<file path="config.mk">
export PLATFORM = sky130hd
export DESIGN_NAME = ram_arbiter
export DESIGN_NICKNAME = d
export VERILOG_FILES = /design/src/rtl/ram_arb_pkg.sv /design/src/rtl/ram_arbiter_rr_arb2.sv /design/src/rtl/ram_arbiter.sv
export SDC_FILE = /design/constraint.sdc
export NUM_CORES = 1
export LEC_CHECK = 0
export ABC_CLOCK_PERIOD_IN_PS = 1700
export BUFFER_PORTS_ARGS = -buffer_cell sky130_fd_sc_hd__buf_4
export CORE_MARGIN = 10
export CORE_UTILIZATION = 41
export DETAILED_ROUTE_END_ITERATION = 12
export MAX_ROUTING_LAYER = met4
export PLACE_DENSITY = 0.74
export REMOVE_ABC_BUFFERS = 1
export SLEW_MARGIN = 20
export SYNTH_ARGS = -nofsm -noshare
export SYNTH_HDL_FRONTEND = slang
export SYNTH_SLANG_ARGS = --single-unit
</file>
<file path="constraint.sdc">
create_clock -name i_clk -period 1.7 [get_ports i_clk]
set_clock_uncertainty 0.05 [all_clocks]
set_input_delay 0.17 -clock i_clk [delete_from_list [all_inputs] [get_ports i_clk]]
set_output_delay 0.17 -clock i_clk [all_outputs]
set_load 0.01 [all_outputs]
</file>
<file path="src/rtl/ram_arb_pkg.sv">
// ram_arb_pkg: shared types and default widths for the RAM arbiter slice.
//   DEF_ADRS_W / DEF_DIN_W / DEF_DOUT_W : default RAM address, store-data and read-word widths
//   owner_e  : which port owns the current RAM access cycle (NONE, A = fetch, B = load/store)
//   LAST_A / LAST_B : encoding of the round-robin "last granted" pointer
package ram_arb_pkg;

  localparam int DEF_ADRS_W = 8;
  localparam int DEF_DIN_W  = 8;
  localparam int DEF_DOUT_W = 16;

  typedef enum logic [1:0] {
    OWN_NONE = 2'b00,
    OWN_A    = 2'b01,
    OWN_B    = 2'b10
  } owner_e;

  localparam logic LAST_A = 1'b0;
  localparam logic LAST_B = 1'b1;

endpackage

</file>
<file path="src/rtl/ram_arbiter_rr_arb2.sv">
// rr_arb2: two-way combinational picker for the RAM arbiter.
//   i_req[1:0] : requests, bit 0 = port A (fetch), bit 1 = port B (load/store)
//   i_last     : last granted port (LAST_A / LAST_B)
//   o_gnt[1:0] : one-hot grant, same bit order as i_req
// Build option: RAM_ARB_FIXED_PRIO_EN selects fixed priority (B always wins
// a tie, i_last ignored); left undefined, ties go to the port that was not
// granted last (round-robin).
module rr_arb2
  import ram_arb_pkg::*;
(
  input  logic [1:0] i_req,
  input  logic       i_last,
  output logic [1:0] o_gnt
);

`ifdef RAM_ARB_FIXED_PRIO_EN
  logic w_unused_last;
  assign w_unused_last = i_last;
`endif

  // Pick the single winner from the current requests
  always_comb begin
    o_gnt = 2'b00;
    case (i_req)
      2'b01:   o_gnt = 2'b01;
      2'b10:   o_gnt = 2'b10;
`ifdef RAM_ARB_FIXED_PRIO_EN
      2'b11:   o_gnt = 2'b10;
`else
      2'b11: begin
        if (i_last == LAST_B) begin
          o_gnt = 2'b01;
        end else begin
          o_gnt = 2'b10;
        end
      end
`endif
      default: o_gnt = 2'b00;
    endcase
  end

endmodule

</file>
<file path="src/rtl/ram_arbiter.sv">
// ram_arbiter: shares one single-ported RAM between the instruction-fetch
// port (A, read-only) and the load/store port (B, read/write). One access is
// accepted per cycle; the grant edge is followed by one RAM access cycle and
// then a one-cycle done pulse carrying the read word.
//   i_clk, i_rst_n            : clock (rising edge), async active-low reset
//   i_a_req, i_a_adrs         : fetch request/address, held until o_a_gnt
//   o_a_gnt                   : combinational, request taken at this edge
//   o_a_rdata, o_a_done       : fetched word, valid while o_a_done pulses
//   i_b_req, i_b_rw, i_b_adrs, i_b_din : load/store request (rw 1 = write)
//   o_b_gnt, o_b_rdata, o_b_done       : as for port A (rdata only for reads)
//   o_ram_rw, o_ram_adrs, o_ram_din    : drive the RAM
//   i_ram_dout                : RAM combinational read data
// Build option: RAM_ARB_FIXED_PRIO_EN (see rr_arb2) gives B fixed priority.
module ram_arbiter
  import ram_arb_pkg::*;
#(
  parameter int ADRS_W = DEF_ADRS_W,
  parameter int DIN_W  = DEF_DIN_W,
  parameter int DOUT_W = DEF_DOUT_W
) (
  input  logic              i_clk,
  input  logic              i_rst_n,
  input  logic              i_a_req,
  input  logic [ADRS_W-1:0] i_a_adrs,
  output logic              o_a_gnt,
  output logic [DOUT_W-1:0] o_a_rdata,
  output logic              o_a_done,
  input  logic              i_b_req,
  input  logic              i_b_rw,
  input  logic [ADRS_W-1:0] i_b_adrs,
  input  logic [DIN_W-1:0]  i_b_din,
  output logic              o_b_gnt,
  output logic [DOUT_W-1:0] o_b_rdata,
  output logic              o_b_done,
  output logic              o_ram_rw,
  output logic [ADRS_W-1:0] o_ram_adrs,
  output logic [DIN_W-1:0]  o_ram_din,
  input  logic [DOUT_W-1:0] i_ram_dout
);

  logic [1:0]        w_req;
  logic [1:0]        w_pick;
  logic [1:0]        w_gnt;

  owner_e            r_owner;
  logic              r_last;
  logic [ADRS_W-1:0] r_adrs_q;
  logic [DIN_W-1:0]  r_din_q;
  logic              r_rw_q;
  logic              r_a_done;
  logic              r_b_done;
  logic [DOUT_W-1:0] r_a_rdata;
  logic [DOUT_W-1:0] r_b_rdata;

  assign w_req = {i_b_req, i_a_req};

  rr_arb2 u_rr_arb2 (
    .i_req  (w_req),
    .i_last (r_last),
    .o_gnt  (w_pick)
  );

  // Grants are held off while reset is asserted so nothing is accepted
  // at the edge that releases reset.
  assign w_gnt   = w_pick & {2{i_rst_n}};
  assign o_a_gnt = w_gnt[0];
  assign o_b_gnt = w_gnt[1];

  // Latch the winning request and record ownership / round-robin pointer
  always_ff @(posedge i_clk or negedge i_rst_n) begin
    if (!i_rst_n) begin
      r_owner  <= OWN_NONE;
      r_last   <= LAST_B;
      r_adrs_q <= {ADRS_W{1'b0}};
      r_din_q  <= {DIN_W{1'b0}};
      r_rw_q   <= 1'b0;
    end else begin
      case (w_gnt)
        2'b01: begin
          r_owner  <= OWN_A;
          r_last   <= LAST_A;
          r_adrs_q <= i_a_adrs;
          r_rw_q   <= 1'b0;
        end
        2'b10: begin
          r_owner  <= OWN_B;
          r_last   <= LAST_B;
          r_adrs_q <= i_b_adrs;
          r_din_q  <= i_b_din;
          r_rw_q   <= i_b_rw;
        end
        default: begin
          r_owner <= OWN_NONE;
        end
      endcase
    end
  end

  // Close the access cycle: pulse done and capture read data for the owner
  always_ff @(posedge i_clk or negedge i_rst_n) begin
    if (!i_rst_n) begin
      r_a_done  <= 1'b0;
      r_b_done  <= 1'b0;
      r_a_rdata <= {DOUT_W{1'b0}};
      r_b_rdata <= {DOUT_W{1'b0}};
    end else begin
      r_a_done <= (r_owner == OWN_A);
      r_b_done <= (r_owner == OWN_B);
      if (r_owner == OWN_A) begin
        r_a_rdata <= i_ram_dout;
      end
      // A store leaves the last load word visible.
      if ((r_owner == OWN_B) && !r_rw_q) begin
        r_b_rdata <= i_ram_dout;
      end
    end
  end

  // rw_q can stay set after a store, so the write strobe is qualified by
  // ownership; both terms are reset asynchronously, which kills an
  // in-flight write the moment reset asserts.
  assign o_ram_rw   = r_rw_q & (r_owner != OWN_NONE);
  assign o_ram_adrs = r_adrs_q;
  assign o_ram_din  = r_din_q;
  assign o_a_done   = r_a_done;
  assign o_b_done   = r_b_done;
  assign o_a_rdata  = r_a_rdata;
  assign o_b_rdata  = r_b_rdata;

endmodule
</file>
==> summary.md <==
| Metric | Value |
|---|---|
| Run status | finished clean |
| GR Util met1 | between 15 and 20% |
| Setup TNS | 0 ns |
| Max-slew violations | 0 |
| Synth Area in Adders | 1.76% |
| Largest net degree at the start of global routing | 55 |
| Hold Path Cell Cnt | 2 |
| Max incr delay on CP | 0.56 ns |
| GRT Max-Usage Layer | met2 |
| Crit path time final | 1.62 ns |
| Clock Sinks | 54 |
| Area grow syn2layout | 47.7% |
| Slowest-stage cell, CP | dfstp_2 |
| H-tree depth | 2 |
| Max capacitance violation total | 0 |
| Vias in the first global route | 1666 |
| CP delay by family, top | flip-flops |
| Crit path depth | 4 |
| Tcrit/Tclk final | 95.5% |
| Routed WL per cell | 16.1 µm |
| Post-CTS setup buffer count | 0 |
| Post-synthesis mux area share | about 25% |
| Worst path cell trace | nand2_1 -> and3_2 -> ha_4 -> mux2_2 |
| Top-Level Pins | 98 |
| Synthesis Warnings | 0 |
| Critical Path Fanout Max | 4 |
| Via count | 1503 |
| Antenna Nets Post-Route | 0 |
| RSZ-0062 raised after global routing | false |
| R2r worst-path depth | 4 |
| NumNets Final | 293 |
| Post-DP HPWL | 3990 µm |
| Routed wire length | 5100 µm |
| Clock transition at path regs | 0.09 ns |
| Syn Std Cell Area | 0.00213 mm² |
| GRT Util Overall | 12.5% |
| Port Buffers | 97 |
| Root Driver | clkbuf_8 |
| Antenna violations before repair | 0 |
| Die span in x | a little over 90 µm |
| Power Density | about 1300 mW/mm² |
| Core area | 0.00507 mm² |
| Critical path class | register to register |
| First-pass GRT wire length | 8450 µm |
| Kind of end point of the critical path | register |
| Synth Area in Compound Gates | 3.29% |
| Share of cells above drive strength 1 | a little under two thirds |
| Worst min-delay path category | primary input to register |
| Worst slew pin tran | 0.655 ns |
| Fmax | between 600 and 700 MHz |
| Final setup fails | 0 |
| Die H | just over 90 µm |
| TritonRoute pass-1 iters | 4 |
| Netlist cell types | 19 |
| Buf/Inv on CP | 0 |
| Register area share after synthesis | a little under two thirds |
| Row cnt | 26 |
| CP startpoint kind | register |
| Main combinational cell family by area after synthesis | multiplexers |
| Final hold violation count | 0 |
| TritonCTS Buffers | 5 |
| Initial DRC Count | 31 |
| Initial Utilization | 42.0% |
| Synth Register Bits | 54 |
| Die ar. | ~0.0085 mm² |
| Syn Area/Cell | 15.0 µm² |
| GRT met3 Usage | 4.81% |
| Synth Area in XOR/XNOR | 0% |
| Vias per cell | 4.76 |
| # fillers | between 400 and 500 |
| Post-DP Area | 0.00297 mm² |
| DRC Markers | 0 |
| M2 GR Usage | 17.8% |
| Crit path DAT | between 1.5 and 2 ns |
| P_leak | 1.50 nW |
| Gp weighted congestion | 0.742 |
| Post-Synth Simple-Gate Area | 3.93% |
| Gate count after technology mapping | 142 |
| Antenna cells | 0 |
| Maximum root-to-sink buffer count | 2 |
| CTS tree | built |
| Clock Latency Late Sink | 0.30 ns |
| Relative slew slack | 56.3% |
| WP data required | about 1.9 ns |
| Design area | around 0.0031 mm² |
| GRT overflow | 0 |
| Peak supply drop | 0.000539 V |
==> sequential cells by signal (all words and copies together) (netlist names) <==
name,count
o_b_done,1
o_ram_din,8
o_a_rdata,16
o_ram_adrs,8
r_owner,2
r_last,1
o_a_done,1
r_rw_q,1
o_b_rdata,16
==> final cells by class <==
type                       count  area, µm²  share of cell area (%)
clock buffer                   6       82.6                    2.62
clock inverter                 2       60.1                    1.91
inverter                       1       3.75                   0.119
multi-input combinational     80        762                    24.2
sequential                    54       1350                    42.9
tap                           70       87.6                    2.78
timing repair buffer         103        801                    25.4
==> Yosys cell counts (all sizes together) <==
library cell | count | area (µm²)
mux2 | 41 | 462
o21ai | 9 | 45.0
dfstp | 1 | 26.3
inv | 1 | 3.75
o21a | 1 | 7.51
nand2 | 11 | 41.3
buf | 4 | 31.3
clkbuf | 3 | 11.3
nand3 | 1 | 5.00
o211ai | 1 | 7.51
ha | 3 | 37.5
nor2b | 2 | 12.5
mux2i | 8 | 80.1
nor3b | 1 | 18.8
o211a | 1 | 10.0
dfrtp | 53 | 1330
and3 | 1 | 6.26
==> per-stage QoR <==
stage	hold WS [ns]	utilization, %	power [W]	std cells	setup slack, ns
6_report	0.0478	62.1	0.00423	316	0.0768
3_3_place_gp	0.334	58.5	0.00322	307	0.0559
3_5_place_dp	0.333	58.5	0.00326	307	-0.0552
4_1_cts	0.0320	61.6	0.00430	316	0.0417
5_1_grt	0.0338	62.1	0.00448	316	0.0131
2_1_floorplan	-0.176	-	0.00242	135	-0.123
==> layout by cell type (no fill, tap or decap), types with 2 or more instances in the layout <==
cell type  instances
mux2_2            41
buf_12             2
buf_4            100
ha_4               2
nand2_1           11
bufinv_16          2
clkbuf_8           6
dfrtp_1           53
o21ai_0            8
mux2i_1            8
==> worst paths after layout <==
kind                       slack, ns                      start                         to
hold reg to reg                 0.44  o_ram_adrs[3]$_DFFE_PN0P_  o_ram_adrs[3]$_DFFE_PN0P_
setup reg to reg                0.08         r_last$_DFFE_PN1P_         r_last$_DFFE_PN1P_
hold / removal                  0.05                 i_b_din[5]   o_ram_din[5]$_DFFE_PN0N_
min in group asynchronous       0.52                    i_rst_n  o_ram_adrs[3]$_DFFE_PN0P_
setup / recovery                0.08         r_last$_DFFE_PN1P_         r_last$_DFFE_PN1P_
max in group asynchronous       0.64                    i_rst_n  o_b_rdata[11]$_DFFE_PN0P_
==> what timing repair did <==
action / CTS / global route
gates cloned: 0 / 0
endpoints found under the setup margin: 4 / 17
hold buffers: 1 / 0
hold endpoints to repair: 14 / 0
resized for setup: 2 / 3
==> metal layers <==
metal | routed length, µm | share of wire, % | vias up
met1 | 2480 | 49 | 719
met5 | 0 | 0 | -
li1 | - | - | 700
met4 | 50 | 0.98 | 0
met2 | 2160 | 42 | 79
met3 | 409 | 8.0 | 5
==> cells by family (layout without fill, tap and decap cells) <==
group | Yosys count | count (layout)
DFF | 54 | 54
AOI/OAI and AO/OA | 12 | 12
muxes | 49 | 49
and+or+nand+nor | 16 | 16
adders and majority gates | 3 | 3
buffers and inverters | 8 | 112
==> report_power, final <==
part           switching, W  internal [W]  total [W]  leakage [nW]
Clock              0.000396      0.000628    0.00102        0.0714
Combinational      0.000558      0.000811    0.00137         0.781
Sequential         0.000189       0.00165    0.00184         0.648
(Power assumes the default switching activity.)
